File: src/rtl/posit_defines.sv
// Shared typedefs for the posit dataflow stream blocks.
package posit_defines;

    // Deserializer state: filling the bank from the serial side, or
    // holding a complete frame for the parallel consumer.
    typedef enum logic {
        FILL = 1'b0,
        HOLD = 1'b1
    } stream_state_t;

endpackage : posit_defines

File: src/rtl/stream_to_memory.sv
// stream_to_memory: packs a serial rts/rtr/eow word stream into a
// MEMORY_DEPTH-entry register bank and presents the completed frame in
// parallel. A frame ends at MEMORY_DEPTH words or early on eow_i. The bank
// is held until the consumer takes it, then cleared in one cycle.
module stream_to_memory
    import posit_defines::*;
#(
    parameter int DATA_WIDTH   = 16,
    parameter int MEMORY_DEPTH = 20
) (
    input  logic                                   clk,
    input  logic                                   rst_n,
    // serial slave side
    output logic                                   rtr_o,
    input  logic                                   rts_i,
    input  logic                                   eow_i,
    input  logic [DATA_WIDTH-1:0]                  data_i,
    // parallel master side
    input  logic                                   rtr_i,
    output logic                                   rts_o,
    output logic                                   eow_o,
    output logic [$clog2(MEMORY_DEPTH+1)-1:0]      count_o,
    output logic [MEMORY_DEPTH-1:0][DATA_WIDTH-1:0] data_o
);

    localparam int WP_W  = $clog2(MEMORY_DEPTH);
    localparam int CNT_W = $clog2(MEMORY_DEPTH + 1);
    localparam logic [WP_W-1:0] WP_LAST = WP_W'(MEMORY_DEPTH - 1);

    stream_state_t                           state;
    stream_state_t                           state_next;
    logic [WP_W-1:0]                         wp;
    logic [CNT_W-1:0]                        count;
    logic                                    eow_held;
    logic [MEMORY_DEPTH-1:0][DATA_WIDTH-1:0] bank;

    logic accept;
    logic release_bank;
    logic last_word;

    // Handshakes are qualified by the registered state, so rtr_o/rts_o
    // never depend combinationally on an input.
    assign accept       = rts_i && (state == FILL);
    assign release_bank = rtr_i && (state == HOLD);
    // eow on the final slot completes a single frame; no empty frame follows.
    assign last_word    = eow_i || (wp == WP_LAST);

    assign count_o = count;
    assign eow_o   = eow_held;
    assign data_o  = bank;

    // State register.
    always_ff @(posedge clk or negedge rst_n) begin
        if (!rst_n) begin
            state <= FILL;
        end else begin
            state <= state_next;
        end
    end

    // Next-state logic and handshake outputs decoded from the state only.
    always_comb begin
        state_next = state;
        rtr_o      = 1'b0;
        rts_o      = 1'b0;
        case (state)
            FILL: begin
                rtr_o = 1'b1;
                if (accept && last_word) begin
                    state_next = HOLD;
                end
            end
            HOLD: begin
                rts_o = 1'b1;
                if (release_bank) begin
                    state_next = FILL;
                end
            end
            default: begin
                state_next = FILL;
            end
        endcase
    end

    // Write pointer, frame length and early-termination flag.
    always_ff @(posedge clk or negedge rst_n) begin
        if (!rst_n) begin
            wp       <= '0;
            count    <= '0;
            eow_held <= 1'b0;
        end else if (accept) begin
            if (last_word) begin
                wp       <= '0;
                count    <= CNT_W'(wp) + CNT_W'(1);
                eow_held <= eow_i;
            end else begin
                wp <= wp + WP_W'(1);
            end
        end else if (release_bank) begin
            count    <= '0;
            eow_held <= 1'b0;
        end
    end

    // Register bank: per-entry write enable from wp decode, global clear on
    // release so slots beyond a short frame read as zero next time.
    always_ff @(posedge clk or negedge rst_n) begin
        if (!rst_n) begin
            bank <= '0;
        end else if (release_bank) begin
            bank <= '0;
        end else if (accept) begin
            for (int i = 0; i < MEMORY_DEPTH; i++) begin
                if (wp == WP_W'(i)) begin
                    bank[i] <= data_i;
                end
            end
        end
    end

endmodule : stream_to_memory

File: config.mk
export PLATFORM = sky130hd
export DESIGN_NAME = stream_to_memory
export DESIGN_NICKNAME = d
export VERILOG_FILES = /design/src/rtl/posit_defines.sv /design/src/rtl/stream_to_memory.sv
export SDC_FILE = /design/constraint.sdc
export NUM_CORES = 1
export LEC_CHECK = 0
export CORE_MARGIN = 2
export CORE_UTILIZATION = 44
export CTS_CLUSTER_SIZE = 24
export DETAILED_ROUTE_END_ITERATION = 6
export GPL_ROUTABILITY_DRIVEN = 0
export PLACE_DENSITY = 0.72
export SYNTH_ARGS = -nofsm -noshare
export SYNTH_HDL_FRONTEND = slang
export SYNTH_SLANG_ARGS = --single-unit
File: constraint.sdc
create_clock -name clk -period 2.15 [get_ports clk]
set_input_delay 0.43 -clock clk [delete_from_list [all_inputs] [get_ports clk]]
set_output_delay 0.43 -clock clk [all_outputs]
set_load 0.02 [all_outputs]
---- After elaboration in Yosys (flattened, before gate mapping) ----
Index checks and enable logic that the tools add are counted.
word-level totals
  output and inout bits ................... 328
  flip-flop bits (word level) ............. 332
  input port bits ......................... 21
  logic and storage cells ................. 127
operators by class
  add/sub/neg operators ................... 1
  bitwise logic cells ..................... 1
  mux-type cells .......................... 34
  reduce and logical (&&, ||, !) cells .... 47
  equality and inequality tests ........... 20
operator list
  kind                                                                     count
  320-bit 2-to-1 mux                                                       2
  16-bit 2-to-1 mux                                                        20
  2-bit AND reduction                                                      21
  2-bit nonzero test                                                       21
  5-bit by 4-bit equality test with 1-bit output, second input constant    8
  5-bit by 3-bit equality test with 1-bit output, second input constant    4
  5-bit equality test, second input constant                               4
  5-bit 2-to-1 mux                                                         4
  5-bit by 2-bit equality test with 1-bit output, second input constant    2
  1-bit 2-to-1 mux                                                         7
  5-bit by 1-bit adder with 5-bit output, second input constant            1
  5-bit by 1-bit equality test with 1-bit output, second input constant    1
  5-bit logical NOT                                                        1
  1-bit logical AND                                                        3
  2-bit by 1-bit inequality test with 1-bit output, second input constant  1
  1-bit case mux with 2 select lines                                       1
  1-bit logical OR                                                         1
  1-bit inverter                                                           1

---- Longest topological paths before layout ----
  depth after elaboration ................. 5
  depth in mapped cells ................... 9
  mapped depth without buffers ............ 6

---- Worst setup path before layout ----
Ideal clock, no wire load.
  kind .................................... reg2reg
  from .................................... register wp[3]
  to ...................................... register bank (netlist bit data_o[245])
  library setup time ...................... 0.077 ns
  slack ................................... 0.326 ns
  cell stages (with the launch flop) ...... 10
  required time ........................... 2.073 ns
  arrival time ............................ 1.747 ns
  buffers on the path ..................... 4
  clock period less this slack ............ 1.824 ns
  path through ............................ dfrtp_1 > buf_2 > buf_2 > and3_1 > ha_1 > and3b_1 > clkbuf_1 > clkbuf_1 > nand2_1 > a21oi_1
on the way
  cells in the longest elaborated chain, start to end .. 3
ends and longest elaborated chain
  item                                            RTL line                 RTL
  start, declared                                 stream_to_memory.sv:32   logic [WP_W-1:0] wp;
  start signal, assigned                          stream_to_memory.sv:97   wp <= wp + WP_W'(1);
  5-bit by 4-bit equality test with 1-bit output  stream_to_memory.sv:114  if (wp == WP_W'(i)) begin
  2-bit nonzero test (no line)                    n/a
  2-bit AND reduction (no line)                   n/a
  end signal, assigned by index                   stream_to_memory.sv:115  bank[i] <= data_i;
  end, declared                                   stream_to_memory.sv:35   logic [MEMORY_DEPTH-1:0][DATA_WIDTH-1:0] bank;
Every way passes these cells.
A chain may end at the register's enable or synchronous reset.

---- Worst setup path in the final report ----
  from .................................... register wp[4]
  to ...................................... register bank (netlist bit data_o[46])
on the way
  cells in the longest elaborated chain, start to end .. 3
ends and longest elaborated chain
  item                                            RTL line
  5-bit by 2-bit equality test with 1-bit output  stream_to_memory.sv:114
  2-bit nonzero test (no line)                    n/a
  2-bit AND reduction (no line)                   n/a
Every way passes these cells.

==> impl_metrics.json <==
{
  "drive_above_1_share_pct": 8.878,
  "netlist_instances": 1554,
  "area_delta_synth_final_pct": 39.21,
  "grt.total_usage_pct": 30.28,
  "antenna_found_initial": 0,
  "peakVddDrop_mv": 0.5184,
  "clkSlewWorstSetupHoldPaths_ns": 0.06,
  "power_density_nw_per_um2": 853.3,
  "clock_skew_ns": 0.01738,
  "cts.path.max_buffers": 3,
  "dr.pass1.iters": 5,
  "core_um2": 31640,
  "cts_inserted_buffers": 37,
  "grt_first_pass_wirelength_mm": 78.72,
  "num_rows": 65,
  "worst_slew_pin_slew_ns": 0.5121,
  "clock_sinks": 332,
  "cts-root-buf": "clkbuf_16",
  "syn_nets": 1581,
  "cp-start-kind": "flip-flop",
  "register_area_um2": 8308,
  "synth_simple_gate_area_share_pct": 18.39,
  "hold_class": "in -> async",
  "finalMaxSlewViolations": 0,
  "path_max_fanout": 44,
  "drtIter0Drc": 1634,
  "endpoint_kind": "flip-flop",
  "final.fill_count": 2543,
  "outcome": "finished clean",
  "grt_setup_unrepaired": "no",
  "clock_latency_ns": 0.51,
  "wl_per_cell_um": 22.75,
  "yosysSeqAreaShare_pct": 58.51,
  "cp_data_required_time_ns": 2.54,
  "synth_cell_types": 41,
  "yosysWarnings": 0,
  "avgSynthCellArea_um2": 9.137,
  "die-height_um": 183.6,
  "chipWidth_um": 183.6,
  "grt_pass1_vias": 13206,
  "synthAdderAreaFrac_pct": 0.5287,
  "synth_top_family_by_area": "simple AND/OR/NAND/NOR gates",
  "muxShareOfSynthArea_pct": 0.1498,
  "cp.arrival_ns": 2.40,
  "setup_viol": 0,
  "dp_hpwl_mm": 32.70,
  "htree_levels": 2,
  "drv_cap": 0,
  "synth_area_um2": 14200,
  "dpl_cell_area_um2": 18580,
  "post-route-drc-count": 0,
  "ioPinCount": 349,
  "fin_crit_sh_pct": 93.64,
  "viasPerCell": 6.016,
  "met3WireLength_mm": 5.012,
  "wl_met2_mm": 23.90,
  "vias": 13734,
  "top_layer": "met4",
  "nNetsFinal": 1881,
  "finalSetupTns_ns": 0,
  "io_buffer_count": 348,
  "gr-total-overflow": 0,
  "maxSlewHeadroom_pct": 65.39,
  "critical_path_class": "reg -> reg",
  "final_antenna_net_count": 0,
  "drt-met1-wl_mm": 20.15,
  "synth_xor_area_share_pct": 0.06168,
  "antenna-diode-count": 0,
  "stdcell_area_um2": 19770,
  "multi_input_area_um2": 5169,
  "fin_crit_ns": 2.013,
  "synth_compound_area_share_pct": 16.87,
  "initial_core_util_pct": 44.88,
  "dieArea_um2": 33720,
  "grt_max_degree": 66,
  "finalHoldViolations": 0,
  "timing.fmax_mhz": 496.7,
  "synth.ff_latch_count": 332,
  "wl_mm": 51.93,
  "cts_tree": "done",
  "p_leak_nw": 8.123
}
cells by family after synthesis:
family                     after synthesis
adders and majority gates                6
xor gates and xnor gates                 1
and+or+nand+nor                        556
muxes                                    2
buffers and inverters                  187
DFF                                    332
AOI/OAI and AO/OA                      470
repair_timing:
item                                    4_1_cts  5_1_grt
hold buffers                                  1        0
hold endpoints to repair                     36        0
setup buffers                                 0        0
cloned                                        0        0
endpoints found under the setup margin        1        1
resized for setup                             1        1
per-layer routing:
metal  vias up  track usage, %
met5         -               0
met4         0           15.52
met3       187           4.913
met2       866           46.35
met1      6718           41.88
li1       5963               -
state kept, by name, indices dropped and copies added, names as in the netlist:
register,flops
state,1
count_o,5
eow_o,1
wp,5
data_o,320
cell usage after synthesis:
library cell	n	area, um^2
or4_1	1	7.510
o22ai_1	1	6.260
nor4bb_1	1	10.01
and2_1	6	37.54
mux2_2	1	11.26
buf_2	41	205.2
o2bb2ai_1	2	17.52
ha_1	6	75.07
a22o_1	1	8.760
buf_1	10	37.54
and3b_1	2	17.52
a32o_1	2	20.02
buf_6	3	33.78
or2_2	1	6.260
o31ai_1	1	7.510
nand4bb_1	2	22.52
nor2b_1	5	31.28
nor2_4	2	22.52
and3_1	1	6.260
clkbuf_1	125	469.2
a211oi_2	1	12.51
nand2b_1	5	31.28
nor2_1	10	37.54
a211o_1	1	8.760
mux2i_1	1	10.01
nand3_1	305	1526
or3b_2	1	8.760
nand2_1	208	780.8
a21o_1	1	7.510
o21ai_1	29	145.1
o41ai_1	1	8.760
o21ai_0	279	1396
clkbuf_2	3	15.01
nand3b_1	2	15.01
dfrtp_1	332	8308
a21oi_1	151	755.7
nor4b_2	1	15.01
and4bb_2	2	25.02
or4b_1	1	10.01
inv_1	5	18.77
xor2_1	1	8.760
worst paths after layout:
| kind | start | cells after the start | to | slack, ns |
|---|---|---|---|---|
| worst max-delay path | wp[4]$_DFFE_PN0P_ | 4 | data_o[46]$_DFFE_PN0P_ | 0.14 |
| worst min-delay path | rst_n | 2 | data_o[187]$_DFFE_PN0P_ | 0.43 |
| worst max register to register | wp[4]$_DFFE_PN0P_ | 4 | data_o[46]$_DFFE_PN0P_ | 0.14 |
| worst min register to register | count_o[2]$_DFFE_PN0P_ | 1 | count_o[2]$_DFFE_PN0P_ | 0.52 |
| max in group asynchronous | rst_n | 4 | data_o[12]$_DFFE_PN0P_ | 0.97 |
| min in group clk | count_o[2]$_DFFE_PN0P_ | 1 | count_o[2]$_DFFE_PN0P_ | 0.52 |
metrics by stage:
stage                     util (%)  hold slack [ns]  std cells  total power, mW  setup WS, ns
final                        62.48           0.4281       2283            16.87        0.1367
after global routing         62.48           0.4402       2283            17.46       0.06974
after CTS                    62.47           0.4230       2283            16.91      0.007511
after detailed placement     58.73           0.3719       2216            10.75       -0.3118
after global placement       58.73           0.3684       2216            10.69       -0.2304
after floorplan                  -           0.1344       1554            8.799        0.3259
report_power, final:
group / internal [mW] / switching, mW / total (mW)
registers: 6.68 / 0.343 / 7.02
clock network: 3.64 / 2.55 / 6.19
logic: 1.36 / 2.30 / 3.66
layout by cell type (no fill, tap or decap), drive strengths merged, types with 3 or more instances in the layout:
cell type        n
clkinv           5
clkinvlp         3
and2             6
nand2          208
nor2b            5
inv              7
nor2            12
dfrtp          332
ha               6
nand3          305
a21oi          151
clkbuf          54
nand2b           5
clkdlybuf4s50  345
o21ai          308
buf             95
critical path, stage by stage, from the launching register on:
cell     delay (ns)
dfrtp_1        0.39
or4b_2         0.82
buf_4          0.33
o21ai_0        0.25
a21oi_1        0.10
cell type report:
type                    count  share of cell area (%)
flip-flops and latches    332                   42.03
clock buffers              54                   5.311
multi-input cells        1035                   26.15
inverters                   5                 0.09495
well taps                 402                   2.545
repair buffers            443                   23.24
clock inverters            12                  0.6330
Power figures use the tool's default switching activity.
